<file path="src/rtl/bin_to_bcd_seq.sv">
// bin_to_bcd_seq: sequential binary-to-BCD converter (shift-add-3 / double dabble).
// Converts one input bit per clock under a start/busy/done handshake.
// The result feeds a row of BCD-to-7-segment decoders, one per 4-bit digit.
// Optional macro LEADING_ZERO_BLANK_EN enables the registered leading-zero blank mask.
// When that macro is not defined, blank is tied to zero.

module bin_to_bcd_seq #(
   parameter int BIN_W  = 8,
   parameter int DIGITS = 3
) (
   input  logic                  clk,
   input  logic                  rst_n,
   input  logic                  start,
   input  logic [BIN_W-1:0]      bin,
   output logic                  busy,
   output logic                  done,
   output logic [4*DIGITS-1:0]   bcd,
   output logic                  overflow,
   output logic [DIGITS-1:0]     blank
);

   localparam int ACC_W = 4 * DIGITS;
   localparam int CNT_W = $clog2(BIN_W + 1);

   // 10^n, wide enough for the largest digit count (10^10 needs 34 bits)
   function automatic logic [63:0] pow10(input int n);
      logic [63:0] p;
      p = 64'd1;
      for (int k = 0; k < n; k++) begin
         p = p * 64'd10;
      end
      return p;
   endfunction

   localparam logic [63:0] LIMIT = pow10(DIGITS);

   typedef enum logic [1:0] {
      IDLE,
      SHIFT,
      DONE
   } state_t;

   state_t            state;
   logic [BIN_W-1:0]  shreg;
   logic [ACC_W-1:0]  acc;
   logic [CNT_W-1:0]  cnt;
   logic              ovf_pend;

   logic [ACC_W-1:0]  acc_adj;
   logic [ACC_W-1:0]  acc_next;

   // Add 3 to every digit >= 5, then shift the next binary bit into the accumulator
   always_comb begin
      acc_adj = acc;
      for (int i = 0; i < DIGITS; i++) begin
         if (acc[4*i +: 4] >= 4'd5) begin
            acc_adj[4*i +: 4] = acc[4*i +: 4] + 4'd3;
         end
      end
      acc_next = {acc_adj[ACC_W-2:0], shreg[BIN_W-1]};
   end

`ifdef LEADING_ZERO_BLANK_EN
   logic [DIGITS-1:0] blank_next;

   // Digit i is blanked when it and every digit above it are zero; digit 0 always shows
   always_comb begin : blank_calc
      logic zeros_above;
      zeros_above = 1'b1;
      blank_next  = '0;
      for (int i = DIGITS - 1; i >= 1; i--) begin
         zeros_above   = zeros_above & (acc_next[4*i +: 4] == 4'd0);
         blank_next[i] = zeros_above;
      end
   end
`else
   assign blank = '0;
`endif

   // Handshake FSM: capture in IDLE, one shift per clock in SHIFT, one-cycle done pulse in DONE
   always_ff @(posedge clk) begin
      if (!rst_n) begin
         state    <= IDLE;
         busy     <= 1'b0;
         done     <= 1'b0;
         bcd      <= '0;
         overflow <= 1'b0;
         shreg    <= '0;
         acc      <= '0;
         cnt      <= '0;
         ovf_pend <= 1'b0;
`ifdef LEADING_ZERO_BLANK_EN
         blank    <= '0;
`endif
      end else begin
         case (state)
            IDLE: begin
               done <= 1'b0;
               if (start) begin
                  shreg    <= bin;
                  acc      <= '0;
                  cnt      <= CNT_W'(BIN_W);
                  ovf_pend <= (64'(bin) >= LIMIT);
                  busy     <= 1'b1;
                  state    <= SHIFT;
               end
            end
            SHIFT: begin
               acc   <= acc_next;
               shreg <= shreg << 1;
               cnt   <= cnt - CNT_W'(1);
               if (cnt == CNT_W'(1)) begin
                  bcd      <= acc_next;
                  overflow <= ovf_pend;
`ifdef LEADING_ZERO_BLANK_EN
                  blank    <= blank_next;
`endif
                  busy     <= 1'b0;
                  done     <= 1'b1;
                  state    <= DONE;
               end
            end
            DONE: begin
               done  <= 1'b0;
               state <= IDLE;
            end
            default: begin
               state <= IDLE;
            end
         endcase
      end
   end

endmodule

</file>
<file path="config.mk">
export PLATFORM = sky130hd
export DESIGN_NAME = bin_to_bcd_seq
export DESIGN_NICKNAME = d
export VERILOG_FILES = /design/src/rtl/bin_to_bcd_seq.sv
export SDC_FILE = /design/constraint.sdc
export NUM_CORES = 1
export LEC_CHECK = 0
export CORE_UTILIZATION = 30
export CTS_CLUSTER_DIAMETER = 80
export DETAILED_ROUTE_END_ITERATION = 10
export HOLD_SLACK_MARGIN = 0.06
export PLACE_DENSITY = 0.5
export SYNTH_ARGS = -nofsm -noshare
export SYNTH_HDL_FRONTEND = slang
export SYNTH_SLANG_ARGS = --single-unit
</file>
<file path="constraint.sdc">
create_clock -name clk -period 2.1 [get_ports clk]
set_input_delay 0.42 -clock clk [delete_from_list [all_inputs] [get_ports clk]]
set_output_delay 0.42 -clock clk [all_outputs]
set_load 0.02 [all_outputs]
</file>
==> flow_results.org <==
** Clock tree
- TritonCTS built the clock tree.
- Hold buffer count at cts :: 0
- CTS resizes :: 0
- Clock-pin slew was measured on the worst setup and hold paths at ~0.07 ns.
- After clock tree synthesis, the setup repair step added 0 buffers.
- Root Buffer :: clkbuf_8
- The H-tree generated during clock tree synthesis spans 2 levels.
- In this run, CTS created clock tree buffers numbering 5.
- Bufs on Longest Clock Path :: 2
- Clock latency on the worst-skew pair, taken at its later pin, is about 0.29 ns.
- Clock tree synthesis found a total of 40 sinks.

** Routing
- Wires add up to approximately 3700 µm.
- In the final routed layout, each cell accounts on average for between 10 and 15 µm.
- The first TritonRoute pass finished after 4 iterations.
- After detailed routing, the number of vias per cell comes to between 4 and 5.
- The count of nets left with antenna violations once routing finished came out at 0.
- In the routed design, unresolved DRC markers number 0.
- After the first detailed-routing iteration, the DRC count stood at 38.
- Vias :: 1393

** Run status
- The flow ran to the end, and the final reports show no timing, DRC or antenna violations.

** Finish
- Post-Layout Inst Area :: 0.002203 mm²
- The area growth from synthesis to layout is 22.55%.
- The post-route netlist has slightly below 9% of its cells at a drive strength greater than 1.
- The number of antenna diodes in the final layout is 0.
- Final nets :: about 240

** Critical path
- Counting both buffers and inverters, the worst setup path holds a total of 1.
- Type of element capturing the critical path :: output pin
- Arrival time worst endpoint :: around 1.2 ns
- For the worst setup path, the data required time is around 1.7 ns.
- Top cell family by delay on the critical path :: buffers and inverters
- The largest single stage delay on the critical path is about 0.60 ns.
- The setup path with the least slack is of type flop to output pin.
- Critical Path Fanout Max :: 2
- The worst setup path is launched from a flop.
- Cell breakdown of the critical path :: clkdlybuf4s50_1
- Among all stages on the critical path, the largest delay is contributed by clkdlybuf4s50_1.

** Timing
- The final count of pins violating max slew is 0.
- Clock skew on the completed layout was measured at 0.007423 ns.
- Final setup violation count :: 0
- At the pin with the least slew margin, the transition time is roughly 0.56 ns.
- Time the final worst path needs with I/O delays and setup :: roughly 1.7 ns
- The number of hold violations in the final report was 0.
- Adding up every negative setup slack in the final design gives 0 ns.
- Setup repair after global routing left no endpoint under its margin.
- The worst pin sits at a relative slew slack of between 60% and 70%.
- Final critical-path share of the clock period :: about four fifths
- Based on the critical path, the design can be clocked at up to 603.3 MHz.

** Die
- The initialized floorplan defines 27 standard-cell rows.
- Once the floorplan was initialized, standard cells occupied about a third of the core.
- The core region is 0.005642 mm².
- Area enclosed by the die boundary :: ~0.0063 mm²
- Width of the chip :: around 80 µm
- During I/O placement, the number of pins put on the boundary was 29.
- Die height :: a little under 80 µm

** Pwr
- Power spread over the standard cell area amounts to around 730 mW/mm².
- After layout, the design draws a total of about 1.6 mW.
- IR analysis of the VDD net gives a maximum drop of between 0.2 and 0.3 mV.
- The analysis attributes to cell leakage a power of approximately 0.8 nW.

** Yosys
- Post-synthesis cell count :: between 150 and 200
- Most used flip-flop cell after synthesis :: dfxtp_1
- FF+latch count, synth :: 40
- Async SR Flop Fraction :: 0%
- Counting flops with a built-in enable in the synthesized netlist gives 0.
- Counting distinct cell types in the post-synthesis netlist gives 36.
- Of the synthesized area, sequential elements account for 44.54%.
- Area share of the largest cell type after synthesis :: around 45%
- The synthesized netlist occupies a cell area of 0.001798 mm².
- Top cells by area, synth :: dfxtp_1, ha_1, a22o_1
- In this run the mean area of a mapped cell was between 9 and 10 µm².
- Area leader, netlist :: dfxtp_1
- Number of synthesis warnings :: 0

** Global routing
- The number of antenna violations at the first check in global routing is 0.
- Overall global routing resource usage :: 13.15%
- Entering global routing, the biggest net connects 18 pins.
- Via count of the first global-routing pass :: 1353
- GRT overflow :: 0
- The first global-routing pass estimated between 6000 and 7000 µm of wire.

** Place
- Once placement finished, the instance area stood at 0.002096 mm².
- The congestion estimate from routability-driven global placement came to 0.7102.
- The count of buffers added on input and output ports is 24.
- Detailed Place HPWL :: 2599 µm

** Worst hold path
- The path class of the tightest hold or removal check is flop to flop.

** Run
- Reported max-cap violation count :: 0
-- where the power goes --
| part | total, mW | internal, mW | switching (mW) |
|---|---|---|---|
| registers | 0.813 | 0.788 | 0.0250 |
| clock network | 0.617 | 0.353 | 0.265 |
| logic | 0.177 | 0.0785 | 0.0982 |
| total | 1.61 | 1.22 | 0.388 |
-- kinds of logic after synthesis --
logic type	synth area share, %
and+or+nand+nor	16.63
AOI/OAI and AO/OA	22.13
buffers and inverters	6.819
DFF	44.54
other	0.2086
xor gates and xnor gates	2.436
muxes	1.670
adders and majority gates	5.567
-- final timing paths --
kind	startpoint	to	slack, ns	cells after the start
worst max-delay path	bcd[0]	bcd[0]	0.44	1
worst min-delay path	bcd[4]	bcd[4]	0.45	2
worst max register to register	cnt[1]	bcd[0]	0.54	6
worst min register to register	bcd[4]	bcd[4]	0.45	2
-- per-layer routing --
layer | global-route usage [%] | wire [µm] | vias up
met5 | 0 | 0 | -
met4 | 4.727 | 25 | 0
met3 | 3.771 | 142 | 2
met2 | 21.12 | 1653 | 33
met1 | 16.67 | 1883 | 637
li1 | - | - | 721
-- cell usage after synthesis, types with 2 or more instances --
library cell   n
nand2b_1       5
and2_1         2
dfxtp_1       40
mux2i_1        3
o221ai_1       7
ha_1           8
nor3b_1        5
buf_2          5
inv_1         10
nor2b_1        2
buf_4          4
nor2_1        16
o21a_1         2
buf_6          2
a22o_1         7
a22oi_1        2
nand2_1       10
o21ai_1       10
nand3_1        7
xnor2_1        5
a32o_1         6
o22ai_1        2
nor3_1         3
o21ai_0        2
a21oi_1        9
a21boi_1       5
-- per-stage QoR --
step                util (%)  hold WS [ns]  setup slack [ns]  instances
floorplan                  -        0.4406            0.6728        192
global placement       37.15        0.4402            0.3613        281
detailed placement     37.15        0.4454            0.3499        281
CTS                    39.06        0.4559            0.4284        289
global route           39.06        0.4832            0.3744        289
finish                 39.06        0.4492            0.4424        289
-- placed cells by master (no fill, tap or decap), types with 2 or more instances in the layout --
cell type / count
nand2_1: 10
o21a_1: 2
dfxtp_1: 40
and2_1: 2
mux2i_1: 3
a21boi_1: 5
inv_1: 10
nand2b_1: 5
nor2_1: 16
a22oi_1: 2
o22ai_1: 2
nor3_1: 3
a22o_1: 7
xnor2_1: 5
ha_1: 8
nor2b_1: 2
o21ai_0: 2
o21ai_1: 10
clkbuf_8: 5
o221ai_1: 7
buf_4: 5
nand3_1: 7
conb_1: 4
a21oi_1: 9
clkdlybuf4s50_1: 24
a32o_1: 6
nor3b_1: 5
-- sequential cells by signal (all words and copies together) (netlist names) --
register / flops
busy: 1
bcd: 12
cnt: 4
state: 2
done: 1
acc: 12
shreg: 8
-- layout make-up --
type / count / area, µm²
Clock inverter: 2 / 35.03
Clock buffer: 6 / 72.57
Tap cell: 72 / 90.09
Fill cell: 577 / 3438
Inverter: 11 / 41.29
Multi-Input combinational cell: 129 / 885.9
Timing Repair Buffer: 29 / 277.8
Sequential cell: 40 / 800.8
No activity file was read; power rests on OpenSTA's default activity.
